--- src/rtl/swap_sort_ctrl.sv ---
// In-place bubble-sort sequencer driving a swap_reg_file's read/swap ports; host writes pass through when idle.
// Optional SORT_DESCEND_EN selects descending order (default ascending).
module swap_sort_ctrl #(
  parameter int ADDR_WIDTH = 7,
  parameter int DATA_WIDTH = 8
) (
  input  logic                  clk,
  input  logic                  reset_n,
  input  logic                  start,
  input  logic [ADDR_WIDTH-1:0] base_addr,
  input  logic [ADDR_WIDTH:0]   len,
  output logic                  busy,
  output logic                  done,
  input  logic                  host_we,
  input  logic [ADDR_WIDTH-1:0] host_addr_w,
  input  logic [DATA_WIDTH-1:0] host_data_w,
  output logic                  host_err,
  output logic                  rf_we,
  output logic [ADDR_WIDTH-1:0] rf_address_w,
  output logic [DATA_WIDTH-1:0] rf_data_w,
  output logic [ADDR_WIDTH-1:0] rf_address_r,
  input  logic [DATA_WIDTH-1:0] rf_data_r,
  output logic [ADDR_WIDTH-1:0] rf_address_a,
  output logic [ADDR_WIDTH-1:0] rf_address_b,
  output logic                  rf_swap
);

  typedef enum logic [2:0] {
    S_IDLE, S_SETUP, S_RD_A, S_RD_B, S_EXEC, S_FIN
  } state_t;

  localparam logic [ADDR_WIDTH:0] LEN_MAX = {1'b1, {ADDR_WIDTH{1'b0}}};
  localparam logic [ADDR_WIDTH:0] ONE_L   = (ADDR_WIDTH+1)'(1);

  state_t                r_state, w_next;
  logic [ADDR_WIDTH-1:0] r_base;
  logic [ADDR_WIDTH:0]   r_len, r_last, r_j;
  logic [DATA_WIDTH-1:0] r_a_val;
  logic                  r_need, r_pass_swapped, r_host_err;

  logic [ADDR_WIDTH:0]   w_len_clamp, w_j_next;
  logic [ADDR_WIDTH-1:0] w_addr_j, w_addr_j1;
  logic                  w_out_of_order, w_more, w_again;

  assign w_len_clamp = (len > LEN_MAX) ? LEN_MAX : len;
  assign w_addr_j    = r_base + r_j[ADDR_WIDTH-1:0];
  assign w_addr_j1   = w_addr_j + ADDR_WIDTH'(1);
  assign w_j_next    = r_j + ONE_L;
  assign w_more      = (w_j_next < r_last);
  // The swap decided in this EXEC cycle counts toward the current pass.
  assign w_again     = (r_pass_swapped | r_need) && (r_last > ONE_L);

`ifdef SORT_DESCEND_EN
  assign w_out_of_order = (r_a_val < rf_data_r);
`else
  assign w_out_of_order = (r_a_val > rf_data_r);
`endif

  always_ff @(posedge clk or negedge reset_n) begin
    if (!reset_n) r_state <= S_IDLE;
    else          r_state <= w_next;
  end

  always_comb begin
    w_next = r_state;
    case (r_state)
      S_IDLE:  if (start) w_next = S_SETUP;
      S_SETUP: w_next = (r_len <= ONE_L) ? S_FIN : S_RD_A;
      S_RD_A:  w_next = S_RD_B;
      S_RD_B:  w_next = S_EXEC;
      S_EXEC:  w_next = (w_more || w_again) ? S_RD_A : S_FIN;
      S_FIN:   w_next = S_IDLE;
      default: w_next = S_IDLE;
    endcase
  end

  always_comb begin
    busy         = 1'b0;
    done         = 1'b0;
    rf_we        = 1'b0;
    rf_address_w = '0;
    rf_data_w    = '0;
    rf_address_r = '0;
    rf_address_a = '0;
    rf_address_b = '0;
    rf_swap      = 1'b0;
    case (r_state)
      S_IDLE: begin
        rf_we        = host_we;
        rf_address_w = host_addr_w;
        rf_data_w    = host_data_w;
      end
      S_SETUP: busy = 1'b1;
      S_RD_A: begin
        busy         = 1'b1;
        rf_address_r = w_addr_j;
      end
      S_RD_B: begin
        busy         = 1'b1;
        rf_address_r = w_addr_j1;
      end
      S_EXEC: begin
        busy         = 1'b1;
        rf_address_a = w_addr_j;
        rf_address_b = w_addr_j1;
        rf_swap      = r_need;
      end
      S_FIN: begin
        done         = 1'b1;
        rf_we        = host_we;
        rf_address_w = host_addr_w;
        rf_data_w    = host_data_w;
      end
      default: ;
    endcase
  end

  assign host_err = r_host_err;

  always_ff @(posedge clk or negedge reset_n) begin
    if (!reset_n) begin
      r_base         <= '0;
      r_len          <= '0;
      r_last         <= '0;
      r_j            <= '0;
      r_a_val        <= '0;
      r_need         <= 1'b0;
      r_pass_swapped <= 1'b0;
      r_host_err     <= 1'b0;
    end else begin
      r_host_err <= host_we & busy;
      case (r_state)
        S_IDLE: if (start) begin
          r_base         <= base_addr;
          r_len          <= w_len_clamp;
          r_last         <= w_len_clamp - ONE_L;
          r_pass_swapped <= 1'b0;
        end
        S_SETUP: r_j <= '0;
        S_RD_A:  r_a_val <= rf_data_r;
        S_RD_B:  r_need <= w_out_of_order;
        S_EXEC: begin
          if (w_more) begin
            r_j            <= w_j_next;
            r_pass_swapped <= r_pass_swapped | r_need;
          end else if (w_again) begin
            r_last         <= r_last - ONE_L;
            r_pass_swapped <= 1'b0;
            r_j            <= '0;
          end
        end
        default: ;
      endcase
    end
  end

endmodule

--- config.mk ---
export PLATFORM = sky130hd
export DESIGN_NAME = swap_sort_ctrl
export DESIGN_NICKNAME = d
export VERILOG_FILES = /design/src/rtl/swap_sort_ctrl.sv
export SDC_FILE = /design/constraint.sdc
export NUM_CORES = 1
export LEC_CHECK = 0
export ABC_AREA = 1
export BUFFER_PORTS_ARGS = -buffer_cell sky130_fd_sc_hd__buf_2
export CORE_MARGIN = 2
export CORE_UTILIZATION = 40
export CTS_BUF_LIST = sky130_fd_sc_hd__clkbuf_4
export CTS_CLUSTER_SIZE = 25
export DETAILED_ROUTE_END_ITERATION = 10
export SLEW_MARGIN = 10
export SYNTH_ARGS = -nofsm -noshare
export SYNTH_HDL_FRONTEND = slang
export SYNTH_SLANG_ARGS = --single-unit
--- constraint.sdc ---
create_clock -name clk -period 3.2 [get_ports clk]
set_input_delay 0.16 -clock clk [delete_from_list [all_inputs] [get_ports clk]]
set_output_delay 0.16 -clock clk [all_outputs]
set_load 0.02 [all_outputs]
==> impl_metrics.py <==
metrics = {
    "synthesis": {
        "synthTopCellsByArea": "dfrtp_1 (32%), nand2_1 (17%), ha_1 (9.5%)",
        "synth_cell_type_count": 38,
        "syn_inst": 507,
        "synth_area_leader_cell": "dfrtp_1",
        "yosysWarnings": 0,
        "synth_edf_count": 0,
        "syn_avg_cell_area_sq_um": 6.76,
        "yosys_most_used_dff": "dfrtp_1",
        "synth_top_area_frac": 0.321,
        "synth_nets": 576,
        "synth-seq-cells": 44,
        "synth_area_sq_mm": 0.00343,
        "yosysSeqAreaShare": 0.321,
        "async_flop_share": 1.00,
    },
    "worst_setup_path": {
        "r2r-start": "r_j[0]",
        "crit_type": "reg -> out",
        "r2r-end": "r_j[0]",
        "reg2reg_depth": 12,
        "arrival_ps": 2710,
        "cp_max_fo": 6,
        "crit_path_end_kind": "output port",
        "reg2reg_slack_ps": 850,
        "cp-start-kind": "flip-flop",
        "cp.required_ps": 3040,
    },
    "cells_and_area": {
        "final_common_cell": "nand2_1",
        "drive_gt1_frac": 0.193,
        "layoutNonFillerInstCount": 702,
        "ff_latch_area_sq_mm": 0.00110,
        "antenna_cells": 0,
        "fill_cells": 841,
        "multiInputGateArea_sq_mm": 0.00196,
        "layout.nets": 665,
        "layout_common_cells": "nand2_1 (155), buf_2 (82), inv_1 (75)",
        "syn_to_final_growth_pct": 19.2,
    },
    "route": {
        "drt_iter0_markers": 153,
        "drc_errors": 0,
        "ant_nets": 0,
        "wl_per_cell_microns": 12.1,
        "via_per_inst": 4.83,
        "via_count": 3389,
        "wl_microns": 8500,
        "drt-pass1-iter-count": 5,
    },
    "timing": {
        "fmax_mhz": 349,
        "fin_skew_ps": 17.8,
        "grt_setup_unrepaired": "no",
        "setup_ws_ps": 334,
        "whs_ps": 17.7,
        "hold_viol": 0,
        "fin_tns_setup_ps": 0,
        "max_slew.worst_pin.slew_ps": 1040,
        "setup_viol": 0,
        "post-route-period-util": 0.896,
        "slew_viol_final": 0,
        "max_slew_margin": 0.307,
        "timing.final.crit_period_ps": 2870,
    },
    "clock_tree": {
        "cts_buffers": 5,
        "cts_setup_buffers": 0,
        "clockBufferDepth": 2,
        "cts_tree": "built",
        "clk_latency_ps": 370,
        "cts-root-buf": "clkbuf_4",
        "path_clk_slew_ps": 140,
        "cts.sinks": 44,
        "htreeDepth": 2,
    },
    "pwr": {
        "ir_drop_mv": 0.336,
        "leakage_nw": 2.43,
        "p_per_area_mw_per_mm2": 785,
    },
    "global_route": {
        "overflow": 0,
        "grt_pass1_wl_microns": 14100,
        "grt_usage": 0.192,
        "grt_max_degree": 45,
        "grt_pass1_vias": 3177,
        "antenna_found_initial": 0,
    },
    "floorplanning": {
        "chipWidth_microns": 96.6,
        "die-area_sq_mm": 0.00932,
        "start_util": 0.415,
        "die_h_microns": 96.6,
        "coreArea_sq_mm": 0.00826,
        "rows": 33,
        "ioPinCount": 83,
    },
    "placed_design": {
        "placed_cells": 685,
        "routabilityCongestion": 0.804,
        "dp_hpwl_microns": 6670,
        "place_ws_ps": 758,
        "io_buffers": 82,
    },
    "min_path": {
        "holdCritStartpoint": "base_addr[6]",
        "hold_class": "in -> reg",
        "min_to": "r_base[6]",
        "whs_path_depth": 3,
    },
    "flow_run": {
        "drv_cap": 0,
    },
    "run_status": {
        "status": "finished, final reports clean",
    },
}
-- flip-flops by register name, summed over array words and instances (netlist names) --
signal	cells
r_base	7
r_need	1
r_j	8
r_len	7
r_pass_swapped	1
r_a_val	8
host_err	1
r_last	8
r_state	3
-- power breakdown --
part           leakage [nW]  internal [mW]  switching (mW)
logic                  1.83          0.646            1.26
clock network        0.0418          0.167           0.205
registers             0.563          0.771           0.157
total                  2.43           1.58            1.62
-- critical path: stages (launching register included) --
cell	delay, ps
dfrtp_1	480
ha_1	260
fa_1	540
ha_1	200
inv_1	50
nor2_1	90
nand3_1	110
nor2_1	140
nand2_1	60
nand2_1	70
nand3_1	70
nand2_1	100
buf_2	160
-- how the worst max path moves through the flow --
| stage | start | endpoint | slack (ps) | depth (start not counted) |
|---|---|---|---|---|
| 3_5_place_dp | r_j[0] | rf_address_r[6] | 760 | 12 |
| 2_1_floorplan | r_j[0] | rf_address_r[4] | 850 | 8 |
| 3_3_place_gp | r_j[0] | rf_address_r[6] | 850 | 12 |
| 5_1_grt | r_j[0] | rf_address_r[6] | 80 | 12 |
| 6_report | r_j[0] | rf_address_r[6] | 330 | 12 |
| 4_1_cts | r_j[0] | rf_address_r[6] | 340 | 12 |
-- cell usage after synthesis (2+ instances only) --
cell      instances
a21oi_1          12
buf_2             3
buf_6             2
clkbuf_1          3
dfrtp_1          44
ha_1             26
inv_1            75
inv_2             7
nand2_1         155
nand2_2           3
nand2_4           2
nand3_1          32
nand3b_1          2
nand4_1           9
nor2_1           62
nor2_2            2
nor3_1            3
o21a_1            3
o21ai_0          27
o21ai_1           2
o21ai_2           4
o22ai_1           4
or2_2             2
xnor2_1           2
xor2_1            8
-- routing by layer --
layer | global-route usage | wire, microns | up-vias
li1 | - | - | 1775
met2 | 0.352 | 4070 | 85
met1 | 0.231 | 3900 | 1518
met5 | 0 | 0 | -
met3 | 0.0295 | 399 | 11
met4 | 0.0587 | 142 | 0
-- timing repair --
item | in CTS | in global routing
hold buffers | 8 | 1
hold endpoints to repair | 22 | 1
gates resized for setup | 0 | 0
-- logic make-up (layout without fill, tap and decap cells) --
logic type                 after synthesis  count (layout)  synth area share
and+or+nand+nor                        276             276             0.346
buffers and inverters                   91             181             0.106
AOI/OAI and AO/OA                       58              58            0.0975
DFF                                     44              44             0.321
adders and majority gates               27              27             0.101
xor gates and xnor gates                10              10            0.0256
muxes                                    1               1           0.00292
-- cell type report --
class | instances | share of cell area
Clock buffer | 5 | 0.00919
Clock inverter | 3 | 0.0113
Inverter | 82 | 0.0753
Multi-Input combinational cell | 372 | 0.480
Sequential cell | 44 | 0.269
Tap cell | 105 | 0.0321
Timing Repair Buffer | 91 | 0.122
-- metrics by stage --
step           area [sq um]  power (mW)  utilization
2_1_floorplan          3430        2.36            -
3_3_place_gp           3910        2.81        0.474
3_5_place_dp           3910        2.86        0.474
4_1_cts                4080        3.24        0.494
5_1_grt                4090        3.56        0.495
6_report               4090        3.21        0.495
(Power assumes the default switching activity.)
